$ cat config.mk
export PLATFORM = sky130hd
export DESIGN_NAME = time_count_bcd
export DESIGN_NICKNAME = d
export VERILOG_FILES = /design/src/rtl/time_count_bcd.sv
export SDC_FILE = /design/constraint.sdc
export NUM_CORES = 1
export LEC_CHECK = 0
export BUFFER_PORTS_ARGS = -buffer_cell sky130_fd_sc_hd__buf_2
export CELL_PAD_IN_SITES_DETAIL_PLACEMENT = 1
export CELL_PAD_IN_SITES_GLOBAL_PLACEMENT = 2
export CORE_MARGIN = 2
export CORE_UTILIZATION = 26
export CTS_CLUSTER_DIAMETER = 200
export DETAILED_ROUTE_END_ITERATION = 6
export GPL_TIMING_DRIVEN = 1
export PLACE_DENSITY = 0.72
export SLEW_MARGIN = 30
export SYNTH_ARGS = -nofsm -noshare
export SYNTH_HDL_FRONTEND = slang
export SYNTH_SLANG_ARGS = --single-unit
export TNS_END_PERCENT = 5
$ cat constraint.sdc
create_clock -name clk -period 1.6 [get_ports clk]
set_input_delay 0 -clock clk [delete_from_list [all_inputs] [get_ports clk]]
set_output_delay 0 -clock clk [all_outputs]
set_load 0.05 [all_outputs]
$ cat src/rtl/time_count_bcd.sv
// time_count_bcd: BCD hh:mm:ss clock (24h/12h) with tick prescaler, checked preset, event strobes, alarm under TIME_COUNT_ALARM_EN
module time_count_bcd #(
  parameter int HOUR_MODE = 24,
  parameter int TICK_DIV = 1
) (
  input logic clk,
  input logic rst,
  input logic tick,
  input logic run,
  input logic load,
  input logic [7:0] load_h,
  input logic [7:0] load_m,
  input logic [7:0] load_s,
  input logic load_pm,
`ifdef TIME_COUNT_ALARM_EN
  input logic [7:0] alarm_h,
  input logic [7:0] alarm_m,
  input logic alarm_pm,
  input logic alarm_on,
  output logic alarm,
`endif
  output logic [3:0] s0,
  output logic [3:0] s1,
  output logic [3:0] m0,
  output logic [3:0] m1,
  output logic [3:0] h0,
  output logic [3:0] h1,
  output logic pm,
  output logic sec_pulse,
  output logic min_pulse,
  output logic hour_pulse,
  output logic day_wrap,
  output logic load_err
);
  localparam int PW = TICK_DIV > 1 ? $clog2(TICK_DIV) : 1;
  localparam logic [PW-1:0] PMAX = PW'(TICK_DIV - 1);
  localparam bit H12 = HOUR_MODE == 12;
  logic [PW-1:0] pre;
  logic adv, sw, mw, last, h11, ok, npm, ndw;
  logic [3:0] ns0, ns1, nm0, nm1, nh0, nh1;
  always_comb begin
    adv = run && tick && pre == PMAX;
    sw = s1 == 4'd5 && s0 == 4'd9;
    mw = sw && m1 == 4'd5 && m0 == 4'd9;
    h11 = h1 == 4'd1 && h0 == 4'd1;
    last = H12 ? h1 == 4'd1 && h0 == 4'd2 : h1 == 4'd2 && h0 == 4'd3;
    ns0 = s0 == 4'd9 ? 4'd0 : s0 + 4'd1;
    ns1 = sw ? 4'd0 : s0 == 4'd9 ? s1 + 4'd1 : s1;
    nm0 = !sw ? m0 : m0 == 4'd9 ? 4'd0 : m0 + 4'd1;
    nm1 = !sw ? m1 : mw ? 4'd0 : m0 == 4'd9 ? m1 + 4'd1 : m1;
    nh0 = !mw ? h0 : last ? (H12 ? 4'd1 : 4'd0) : h0 == 4'd9 ? 4'd0 : h0 + 4'd1;
    nh1 = !mw ? h1 : last ? 4'd0 : h0 == 4'd9 ? h1 + 4'd1 : h1;
    npm = H12 && mw && h11 ? !pm : pm;
    ndw = mw && (H12 ? h11 && pm : last);
    ok = load_s[3:0] <= 4'd9 && load_s[7:4] <= 4'd5 && load_m[3:0] <= 4'd9 && load_m[7:4] <= 4'd5 &&
         (H12 ? (load_h[7:4] == 4'd0 && load_h[3:0] != 4'd0 && load_h[3:0] <= 4'd9) ||
                (load_h[7:4] == 4'd1 && load_h[3:0] <= 4'd2)
              : load_h[7:4] <= 4'd2 && load_h[3:0] <= 4'd9 && (load_h[7:4] <= 4'd1 || load_h[3:0] <= 4'd3));
  end
  always_ff @(posedge clk) begin
    if (rst) begin
      {h1, h0, m1, m0, s1, s0} <= H12 ? 24'h120000 : 24'h000000;
      pm <= 1'b0;
      pre <= '0;
      {sec_pulse, min_pulse, hour_pulse, day_wrap, load_err} <= 5'b0;
`ifdef TIME_COUNT_ALARM_EN
      alarm <= 1'b0;
`endif
    end else begin
      {sec_pulse, min_pulse, hour_pulse, day_wrap, load_err} <= 5'b0;
`ifdef TIME_COUNT_ALARM_EN
      alarm <= 1'b0;
`endif
      if (load) begin
        if (ok) begin
          {h1, h0, m1, m0, s1, s0} <= {load_h, load_m, load_s};
          pm <= H12 && load_pm;
          pre <= '0;
        end else begin
          load_err <= 1'b1;
        end
      end else if (run && tick) begin
        pre <= adv ? '0 : pre + 1'b1;
        if (adv) begin
          {h1, h0, m1, m0, s1, s0} <= {nh1, nh0, nm1, nm0, ns1, ns0};
          pm <= npm;
          sec_pulse <= 1'b1;
          min_pulse <= sw;
          hour_pulse <= mw;
          day_wrap <= ndw;
`ifdef TIME_COUNT_ALARM_EN
          alarm <= alarm_on && sw && {nh1, nh0, nm1, nm0} == {alarm_h, alarm_m} && (!H12 || npm == alarm_pm);
`endif
        end
      end
    end
  end
endmodule

After elaboration in Yosys (flattened, before gate mapping)
Index checks and enable logic that the tools add are counted.

storage, ports and cells
  register bits = 30
  word-level logic and storage cells = 114
  input bits = 30
  output and inout bits = 30

cells by class
  reductions and logical operators = 31
  add/subtract/negate cells = 7
  bitwise logic cells = 4
  magnitude comparators = 8
  muxes and demuxes = 44
  equality and inequality tests = 8

operators by type and width
  kind                                                   number
  two-way mux 4 bit                                      38
  adder 4 x 1 -> 4 bit, second input constant            6
  logical AND 1 bit                                      13
  equality test 4 bit, second input constant             3
  <= comparator 4 bit, second input constant             3
  AND reduction 4 bit                                    3
  AND reduction 5 bit                                    2
  nonzero test 3 bit                                     3
  equality test 4 x 2 -> 1 bit, second input constant    2
  equality test 4 x 3 -> 1 bit, second input constant    2
  <= comparator 4 x 2 -> 1 bit, second input constant    2
  <= comparator 4 x 3 -> 1 bit, second input constant    2
  nonzero test 2 bit                                     4
  two-way mux 1 bit                                      6
  <= comparator 4 x 1 -> 1 bit, second input constant    1
  inverter 1 bit                                         4
  OR reduction 4 bit                                     1
  AND reduction 3 bit                                    1
  OR reduction 3 bit                                     1
  inequality test 2 x 1 -> 1 bit, second input constant  1
  AND reduction 2 bit                                    1
  OR reduction 2 bit                                     1
  adder 1 bit, second input constant                     1
  logical OR 1 bit                                       1

Depth between registers and ports, before layout
  depth after elaboration = 9
  depth in mapped cells = 7
  gate-level depth less buffers = 7

Worst setup path before layout
No wires, ideal clock.

  path kind = reg-to-reg
  start point = register s1[1]
  end point = register h0[0]
  path buffers = 0
  period minus slack after synthesis = 2163 ps
  required time = 1479 ps
  arrival time = 2042 ps
  setup time = 121 ps
  stages on the path, launching flop included = 7
  slack = -563 ps
  path through = dfxtp_1 > inv_1 > ha_1 > and3b_1 > a41o_2 > o21ai_0 > mux2_2

between the ends
  cells in the longest elaborated chain, start to end = 6

RTL lines
  item                            RTL line  text
  start, declared                 23        output logic [3:0] s1,
  start signal, assigned          62        {h1, h0, m1, m0, s1, s0} <= H12 ? 24'h120000 : 24'h000000;
  start signal, assigned          76        {h1, h0, m1, m0, s1, s0} <= {load_h, load_m, load_s};
  start signal, assigned          85        {h1, h0, m1, m0, s1, s0} <= {nh1, nh0, nm1, nm0, ns1, ns0};
  equality test 4 x 3 -> 1 bit    43        sw = s1 == 4'd5 && s0 == 4'd9;
  logical AND 1 bit               43
  logical AND 1 bit (2 in a row)  44        mw = sw && m1 == 4'd5 && m0 == 4'd9;
  nonzero test 2 bit (no line)    -
  AND reduction 4 bit (no line)   -
  end signal, assigned            62
  end signal, assigned            76
  end signal, assigned            85
  end, declared                   26        output logic [3:0] h0,

Every way passes these cells.
A chain may end at the register's enable or synchronous reset.

Worst setup path after layout
  start point = register h0[0]
  end point = register h1[0]

between the ends
  cells in the longest elaborated chain, start to end = 7
  elaborated cells between the ends (all ways) = 10
  classes of those cells = eq/ne (2); mux (5); reduce/logical (3)

RTL lines
  item                            RTL line  text
  equality test 4 x 2 -> 1 bit    46        last = H12 ? h1 == 4'd1 && h0 == 4'd2 : h1 == 4'd2 && h0 == 4'd3;
  logical AND 1 bit               46
  two-way mux 4 bit (2 in a row)  52        nh1 = !mw ? h1 : last ? 4'd0 : h0 == 4'd9 ? h1 + 4'd1 : h1;
  two-way mux 4 bit               84        if (adv) begin
  two-way mux 4 bit               82        end else if (run && tick) begin
  two-way mux 4 bit               74        if (load) begin
  end signal, assigned            62
  end signal, assigned            76
  end signal, assigned            85
  end, declared                   27        output logic [3:0] h1,

Parallel ways exist; a longest one is shown, timed or not. The select of a mux whose other input is x is not followed.

==> out/metrics.cfg <==
[outcome]
status = finished, violations left
violations = negative setup slack

[yosys]
syn_inst = 246
netlist_area_um2 = 1990
synth_warnings = 0
synth_edf_count = 0
ys_types = 62
syn_nets = 284
async_reset_ff_share_pct = 0
ys_ff_latch = 30
synthFlopType = dfxtp_1
syn_avg_cell_area_um2 = 8.07
ys_seq_area_share_pct = 30.2

[clock_network]
root_buffer = clkbuf_8
cts.sinks = 30
cts_tree = built
cts.htree.levels = 2
cts_buffers = 5
clk_latency_ns = 0.30
path_clk_slew_ns = 0.07
clockBufferDepth = 2

[pwr]
leakagePower_nw = 1.34
p_int_w = 0.00132
finalPower_w = 0.00185
pwr-share-seq_pct = 40.7
power.density_nw_per_um2 = 615
vdd_drop_max_v = 0.000259
p_sw_w = 0.000528
power_frac_comb_pct = 16.4
switching_share_pct = 28.5
p_clk_share_pct = 42.9

[global_routing]
grt_start_max_net_pins = 51
first_global_vias = 2369
grt_pass1_wl_um = 12100
grtUsageTotal_pct = 18.5
antenna_found_initial = 0
grt_overflow = 0

[detailed_routing]
vias_per_cell = 5.25
drtIter0Drc = 134
dr_total_vias = 2341
wire_per_inst_um = 17.4
ant_nets = 0
drt_wl_total_um = 7760
drc = 0
drtPass1Iterations = 5

[worst_setup_path]
cp-start-kind = flop
slowest_delay_ns = 0.38
cp_cell_sequence = ha_1 -> nor2b_2 -> a211o_4 -> o211ai_4 -> mux2_4
cp_top_family = compound AO/OA/AOI/OAI gates
crit_cells = 5
cp_num_buf_inv = 0
rr_worst_depth = 5
cpMaxStageDelayCell = a211o_4
crit_path_end_kind = flop
crit_fanout = 5
crit_required_ns = 1.79
cp.arrival_ns = 1.90
path_class = reg -> reg

[placement]
dpl.cell_count = 433
dp.final_hpwl_um = 5730
routabilityCongestion = 0.909
place.port_buffers = 57
pre_cts_slack_ns = -0.144

[sta]
period_share_pct = 107
max_freq_ghz = 0.586
skew_ns = 0.00366
rsz0062_at_grt = yes
finalCriticalPeriod_ns = 1.71
finalSetupViolations = 13
hold_violations = 0
fin_ws_ns = -0.105
slew_viol_final = 0

[final_layout]
antennaDiodeCount = 0
synthToLayoutAreaGrowth_pct = 51.6
drive_gt1_share_pct = 47.6
final_cells = 446
fin_nets = 384
fin_util_pct = 41.1
num-fill-cells = 899

[floorplan]
ioPinCount = 60
rows = 31
core-area_um2 = 7330
start_util_pct = 27.1
die_area_um2 = 8350
die-width_um = 91.4
die_h_um = 91.4

[hold_path]
hold_path_depth = 4
hold_class = in -> reg

[job]
cap_violations = 0

[cell type report]
class                      instances  area [um2]  share of cell area, %
clock inverter                     3        40.0                   1.33
clock buffer                       5        68.8                   2.29
timing repair buffer             109         703                   23.4
sequential                        30         637                   21.2
inverter                          10        40.0                   1.33
multi-input combinational        190        1400                   46.4
tap                               99         124                   4.11
[metal layers]
layer	global-route usage [%]	vias up	routed length, um
li1	-	1134	-
met1	24.2	1133	3600
met2	30.5	66	3700
met3	3.24	8	362
met4	6.44	0	97
met5	0	-	0
[placed cells by master, fill, tap and decap left out, types with 4 or more instances in the layout]
| master | n |
|---|---|
| nand3_1 | 8 |
| clkbuf_8 | 5 |
| nor2_1 | 21 |
| ha_1 | 7 |
| a32o_1 | 4 |
| nand2_1 | 26 |
| dfxtp_2 | 14 |
| o21ai_0 | 14 |
| buf_4 | 46 |
| nor2b_1 | 5 |
| inv_1 | 8 |
| dfxtp_1 | 11 |
| buf_2 | 57 |
| a21oi_1 | 18 |
| dfxtp_4 | 5 |
[Yosys cell counts (all sizes together) (2+ instances only)]
library cell  count  area [um2]
inv               9        33.8
nand2b            2        12.5
a22oi             3        22.5
a32o              4        40.0
nand4             2        12.5
ha                8         100
nand2            27         101
nor2             21        78.8
and3b             3        26.3
and3              6        43.8
and4bb            2        28.8
and2              2        12.5
o22ai             5        37.5
nand3             8        40.0
buf              10        60.1
nor2b             6        37.5
a211oi            4        30.0
a41o              2        21.3
o2111a            2        22.5
a41oi             2        17.5
clkbuf            6        25.0
a32oi             2        17.5
a222oi            2        20.0
mux2              4        52.6
a221oi            2        17.5
o31ai             2        15.0
nor3              3        15.0
a311oi            3        26.3
dfxtp            30         601
o32ai             4        35.0
nor4b             2        17.5
o21ai            16        80.1
mux2i             2        20.0
o211ai            3        36.3
a21oi            21         105
[worst reg2reg max path, stage by stage (launching register included)]
cell	delay, ns
dfxtp_2	0.34
ha_1	0.23
nor2b_2	0.19
a211o_4	0.38
o211ai_4	0.14
mux2_4	0.33
[power by group through the flow]
stage,Sequential (W),Clock [W],Combinational (W)
floorplan,0.000802,0,0.000124
global placement,0.000770,0,0.000279
detailed placement,0.000770,0,0.000283
CTS,0.000753,0.000813,0.000296
global route,0.000754,0.000843,0.000332
finish,0.000753,0.000795,0.000304
[cell families after synthesis]
group           synth area share, %
compound gates                 30.4
xor+xnor                      0.441
fa+ha+maj                      5.04
buf+inv                        6.17
flops                          30.2
mux                            3.65
other cells                   0.189
simple gates                   23.8
[state kept, by name, indices dropped and copies added, names as in the netlist]
register and cells:
s0 4, min_pulse 1, hour_pulse 1, m1 4, day_wrap 1, pre 1
s1 4, h1 4, m0 4, sec_pulse 1, load_err 1, h0 4
[per-stage QoR]
stage	setup TNS [ns]	hold WS, ns	instance area [um2]
final	-0.705	0.00882	3010
after global routing	-2.00	0.0245	3010
after CTS	-0.584	0.00663	2940
after detailed placement	-0.990	0.279	2730
after global placement	-0.432	0.271	2730
after floorplan	-1.58	0.0881	2040
[path summary, 6_finish.rpt]
path,start,endpoint,slack (ns)
setup / recovery,h0[0],h1[0],-0.11
setup reg to reg,h0[0],h1[0],-0.11
hold / removal,tick,pre,0.009
hold reg to reg,pre,pre,0.51
[timing repair]
action | CTS | global route
gates cloned | 0 | 0
gates resized for setup | 8 | 17
pin swaps | 8 | 7
setup buffers | 1 | 1
hold endpoints to repair | 3 | 0
hold buffers | 3 | 0
endpoints found under the setup margin | 19 | 20
Note: power is estimated with default switching activity, not from simulation.
